==> src/rtl/mic_pkg.sv <==
// mic_pkg: MIC beat layout constants, merge FSM states and the rotating-priority pick helper.
package mic_pkg;
  localparam int MIC_DATA_W = 64;
  localparam int MIC_SRC_ID_BIT = 48;
  localparam int MIC_SRC_ID_W = 3;
  localparam int MIC_SEQ_LSB = 32;
  localparam int MIC_BEAT_LSB = 16;
  typedef enum logic {ST_IDLE = 1'b0, ST_LOCKED = 1'b1} merge_state_e;
  // First set bit of req at or after start, wrapping within n requesters.
  function automatic int rr_pick(input logic [7:0] req, input int start, input int n);
    int w;
    int idx;
    w = 0;
    for (int i = 7; i >= 0; i--) begin
      idx = start + i >= n ? start + i - n : start + i;
      if (i < n && req[idx[2:0]]) w = idx;
    end
    return w;
  endfunction
endpackage

==> src/rtl/i_skid.sv <==
// i_skid: two-entry skid buffer; in_ready comes from a register so it never sees out_ready combinationally.
module i_skid #(
  parameter int W = 65
) (
  input  logic         clk,
  input  logic         rst_n,
  input  logic         in_valid,
  output logic         in_ready,
  input  logic [W-1:0] in_data,
  output logic         out_valid,
  input  logic         out_ready,
  output logic [W-1:0] out_data
);
  logic         skid_valid;
  logic [W-1:0] skid_data;
  assign in_ready = !skid_valid;
  always_ff @(posedge clk or negedge rst_n)
    if (!rst_n) begin
      out_valid  <= 1'b0;
      skid_valid <= 1'b0;
    end else if (out_ready || !out_valid) begin
      out_valid  <= skid_valid || in_valid;
      skid_valid <= 1'b0;
    end else if (in_valid && !skid_valid) begin
      skid_valid <= 1'b1;
    end
  always_ff @(posedge clk)
    if (out_ready || !out_valid) out_data <= skid_valid ? skid_data : in_data;
    else if (in_valid && !skid_valid) skid_data <= in_data;
endmodule

==> src/rtl/i_merge_n.sv <==
// i_merge_n: packet-atomic N:1 merge of MIC streams with round-robin or fixed-priority arbitration.
module i_merge_n
  import mic_pkg::*;
#(
  parameter int NUM_IN   = 4,
  parameter int DATA_W   = MIC_DATA_W,
  parameter int ARB_MODE = 0,
  parameter int OUT_REG  = 1
) (
  input  logic                     clk,
  input  logic                     reset,
  input  logic [NUM_IN-1:0]        I_TVALID,
  output logic [NUM_IN-1:0]        I_TREADY,
  input  logic [NUM_IN*DATA_W-1:0] I_TDATA,
  input  logic [NUM_IN-1:0]        I_TLAST,
  output logic                     O_TVALID,
  input  logic                     O_TREADY,
  output logic [DATA_W-1:0]        O_TDATA,
  output logic                     O_TLAST,
  output logic [NUM_IN-1:0]        O_GRANT
);
  localparam int IW = $clog2(NUM_IN);
  merge_state_e state, state_nxt;
  logic [IW-1:0] owner, owner_nxt, ptr, ptr_nxt, winner, sel;
  logic [7:0] req;
  logic [DATA_W-1:0] sel_data;
  logic down_ready, sel_valid, fire, first_fire;
  assign req = 8'(I_TVALID);
  assign winner = IW'(rr_pick(req, ARB_MODE != 0 ? 0 : (int'(ptr) + 1) % NUM_IN, NUM_IN));
  assign sel = state == ST_LOCKED ? owner : winner;
  assign sel_data = I_TDATA[int'(sel) * DATA_W +: DATA_W];
  assign sel_valid = reset && I_TVALID[sel];
  assign fire = sel_valid && down_ready;
  assign first_fire = fire && state == ST_IDLE;
  always_ff @(posedge clk or negedge reset)
    if (!reset) begin
      state <= ST_IDLE;
      owner <= '0;
      ptr   <= IW'(NUM_IN - 1);
    end else begin
      state <= state_nxt;
      owner <= owner_nxt;
      ptr   <= ptr_nxt;
    end
  // The pointer moves only when a packet's first beat is taken, never per beat.
  always_comb begin
    state_nxt = state;
    owner_nxt = owner;
    ptr_nxt   = ptr;
    if (first_fire) begin
      ptr_nxt   = winner;
      owner_nxt = winner;
      state_nxt = I_TLAST[sel] ? ST_IDLE : ST_LOCKED;
    end else if (fire && I_TLAST[sel]) begin
      state_nxt = ST_IDLE;
    end
  end
  always_comb begin
    I_TREADY = '0;
    O_GRANT  = '0;
    if (reset && down_ready) I_TREADY[sel] = state == ST_LOCKED || sel_valid;
    if (state == ST_LOCKED || first_fire) O_GRANT[sel] = 1'b1;
  end
  if (OUT_REG != 0) begin : g_reg
    logic [DATA_W:0] sk_out;
    i_skid #(.W(DATA_W + 1)) u_skid (
      .clk      (clk),
      .rst_n    (reset),
      .in_valid (sel_valid),
      .in_ready (down_ready),
      .in_data  ({I_TLAST[sel], sel_data}),
      .out_valid(O_TVALID),
      .out_ready(O_TREADY),
      .out_data (sk_out)
    );
    assign O_TLAST = sk_out[DATA_W];
    assign O_TDATA = sk_out[DATA_W-1:0];
  end else begin : g_comb
    assign down_ready = O_TREADY;
    assign O_TVALID   = sel_valid;
    assign O_TDATA    = sel_data;
    assign O_TLAST    = I_TLAST[sel];
  end
endmodule

==> config.mk <==
export PLATFORM = sky130hd
export DESIGN_NAME = i_merge_n
export DESIGN_NICKNAME = d
export VERILOG_FILES = /design/src/rtl/mic_pkg.sv /design/src/rtl/i_skid.sv /design/src/rtl/i_merge_n.sv
export SDC_FILE = /design/constraint.sdc
export NUM_CORES = 1
export LEC_CHECK = 0
export CAP_MARGIN = 20
export CORE_ASPECT_RATIO = 0.75
export CORE_UTILIZATION = 39
export CTS_BUF_LIST = sky130_fd_sc_hd__clkbuf_2
export CTS_CLUSTER_DIAMETER = 100
export DETAILED_ROUTE_END_ITERATION = 8
export PLACE_DENSITY = 0.79
export SETUP_SLACK_MARGIN = 0.3
export SLEW_MARGIN = 25
export SYNTH_ARGS = -nofsm -noshare
export SYNTH_HDL_FRONTEND = slang
export SYNTH_HIERARCHICAL = 1
export SYNTH_SLANG_ARGS = --single-unit
==> constraint.sdc <==
create_clock -name clk -period 8.6 [get_ports clk]
set_input_delay 1.29 -clock clk [delete_from_list [all_inputs] [get_ports clk]]
set_output_delay 1.29 -clock clk [all_outputs]
set_load 0.1 [all_outputs]
==> impl_metrics.toml <==
[status]
status = "complete, no violations"

[yosys]
avgSynthCellArea_sq_um = 11.3
synth_cells = 679
synth_nets = 948
synth_edf_count = 130
synthAdderAreaFrac = 0.00327
synth_cell_type_count = 48
synthMuxAreaShare = 0.115
synth_area_sq_um = 7640
synth_flop_cell = "edfxtp_1"
yosys_warnings = 6
synth_seq_cells = 137
synthSimpleGateAreaFrac = 0.147
synthArstFlopShare = 0.0511
synth_top_family_by_area = "compound AO/OA/AOI/OAI gates"
synth_xor_area_frac = 0
synth_compound_area_frac = 0.156
synth-seq-area-share = 0.534

[worst_setup_path]
crit_arrival_ps = 5130
setup.worst_path.start_class = "flip-flop"
r2r_cells = 11
regToRegStartpoint = "ptr[0]$_DFFE_PN1P_"
slowest_stage = "clkdlybuf4s50_1"
path_cells = "inv_1, ha_1, mux2i_1, nand2_1, a22o_1, a211oi_2, a221o_1, nand3_1, a211oi_1, clkdlybuf4s50_1"
cp_slowest_stage_delay_ps = 1170
critPathBufInv = 2
crit_path_end_kind = "output pin"
r2r_slack_ps = 3650
critical_path_required_ps = 7310
cp_max_fo = 15
path_delay_family = "compound AO/OA/AOI/OAI gates"
path_class = "flip-flop to output pin"
r2r_end = "g_reg.u_skid/out_data[53]$_DFFE_PP_"

[floorplan]
die_area_sq_um = 20200
rows = 43
pin_count = 341
die_y_um = 123
core_area_sq_um = 18800
die-width_um = 164
initial_core_util = 0.406

[final_layout]
final_layout_size_suffix_gt1_frac = 0.120
regArea_sq_um = 4090
multi_input_area_sq_um = 3250
area_growth_pct = 50.4
mostFrequentLayoutCells = "clkdlybuf4s50_1, nand2_1, edfxtp_1, a211oi_1, a31oi_1"
final.fill_count = 1568
layout_commonest_cell = "clkdlybuf4s50_1"
nets = 1264

[global_routing]
grt-ovfl-total = 0
grt_max_degree = 82
grt_antenna_before_repair = 1
grt_usage = 0.210
grt_pass1_wl_um = 32200
grt_pass1_vias = 6092

[power]
p_sw_frac = 0.530
p_int_w = 0.00240
seqPwrFrac = 0.250
ir_drop_mv = 0.372
p_leak_nw = 4.05
powerDensity_nw_per_um2 = 444
clockPowerShare = 0.078
p_comb_frac = 0.671
power_switching_w = 0.00271

[timing]
worst_slack_ps = 2180
hold_viol_final = 0
finalSetupTns_ps = 0
layout_worst_path_cycle_share = 0.746
fin_skew_ps = 25.4
finalSetupViolCount = 0
slew_violations = 0
tightest_slew_ps = 1050
relSlewSlack = 0.300
fmax_mhz = 156
rsz0062_at_grt = "false"
period_needed_ps = 6420

[clock_tree]
post_cts_resized = 0
cts.path.max_buffers = 2
cts_hold_buf = 0
clock_latency_ps = 660
cts-root-buf = "clkbuf_2"
clock-sinks = 137
numCtsBuffers = 17
path_clk_slew_ps = 190
cts_setup_buffers = 0
cts_tree = "done"
cts_max_level = 4

[hold_path]
hold_path.class = "flip-flop to flip-flop"
hp-start = "owner[0]$_DFFE_PN0P_"
whs_path_depth = 1
worstHoldEndpoint = "owner[0]$_DFFE_PN0P_"

[drt]
vias_per_cell = 5.19
postRouteAntennaNets = 0
via_count = 6519
wl_um = 21700
wire_per_inst_um = 17.3
wl_met3_um = 1810
route.detailed.drc = 0
highest-signal-layer = "met4"
drt_iter0_markers = 344
m1WireLength_um = 9030
met2WireLength_um = 10500
drt_first_pass_iters = 6

[placement]
gp_congestion = 0.814
portBuffers = 340
dp_hpwl_um = 15800
place_ws_ps = 2180

[flow_run]
cap_violations = 0
[worst max path at each step]
stage / slack [ps] / endpoint / from / cells after the start
after floorplan: 2380 / I_TREADY[0] / I_TVALID[3] / 9
after global placement: 2210 / O_GRANT[0] / I_TVALID[2] / 8
after detailed placement: 2180 / O_GRANT[0] / I_TVALID[2] / 8
after CTS: 1910 / O_GRANT[0] / ptr[0]$_DFFE_PN1P_ / 9
after global routing: 1870 / I_TREADY[0] / ptr[0]$_DFFE_PN1P_ / 10
final: 2180 / I_TREADY[0] / ptr[0]$_DFFE_PN1P_ / 10
[flip-flops by register name, summed over array words and instances (netlist names)]
signal,cells
g_reg.u_skid/out_valid,1
g_reg.u_skid/out_data,65
owner,2
g_reg.u_skid/skid_valid,1
g_reg.u_skid/skid_data,65
ptr,2
state,1
[routing by layer]
layer	global-route usage	vias to the layer above
met1	0.256	3041
met4	0.0637	0
met2	0.362	261
met3	0.0600	20
li1	-	3197
met5	0	-
[power groups by stage]
stage,registers [W],clock network [W],logic [W]
after global routing,0.00130,0.000442,0.00361
after global placement,0.00132,0,0.00334
after floorplan,0.00247,0,0.00144
after CTS,0.00131,0.000413,0.00340
final,0.00128,0.000400,0.00343
after detailed placement,0.00133,0,0.00338
[synthesized netlist by cell type (3+ instances only)]
master	instances	area, sq um
mux2_2	51	574
inv_1	6	22.5
edfxtp_1	130	3900
and2_1	30	188
buf_4	4	30.0
nand2_1	138	518
nor2_1	14	52.6
a22o_1	3	26.3
a221o_1	3	30.0
a21oi_1	6	30.0
o211a_1	3	30.0
and2_0	36	225
o31ai_1	3	22.5
buf_2	24	120
clkbuf_1	17	63.8
nand2b_1	6	37.5
a211oi_1	65	488
a31oi_1	65	407
mux2_4	17	255
dfrtp_1	5	125
buf_6	9	101
nor3_1	6	30.0
mux2i_1	4	40.0
[metrics by stage]
| stage | util | hold slack, ps | total power, W | instance area, sq um | std cells |
|---|---|---|---|---|---|
| 2_1_floorplan | - | 470 | 0.00391 | 7650 | 679 |
| 4_1_cts | 0.606 | 538 | 0.00512 | 11400 | 1252 |
| 3_3_place_gp | 0.591 | 502 | 0.00466 | 11100 | 1219 |
| 3_5_place_dp | 0.592 | 497 | 0.00471 | 11100 | 1220 |
| 5_1_grt | 0.610 | 577 | 0.00536 | 11500 | 1256 |
| 6_report | 0.610 | 540 | 0.00510 | 11500 | 1256 |
[final cells by class]
class / count / share of cell area
antenna: 1 / 0.000218
sequential: 137 / 0.355
tap: 247 / 0.0269
clock inverter: 15 / 0.0151
timing repair buffer: 351 / 0.310
multi-input combinational: 482 / 0.283
inverter: 6 / 0.00196
clock buffer: 17 / 0.00740
[cell families (layout without fill, tap and decap cells)]
group | Yosys count | count (layout)
buffers and inverters | 60 | 389
DFF | 137 | 137
AOI/OAI and AO/OA | 166 | 166
and+or+nand+nor | 241 | 241
adders and majority gates | 2 | 2
muxes | 73 | 73
other | 0 | 1
(Power assumes the default switching activity.)
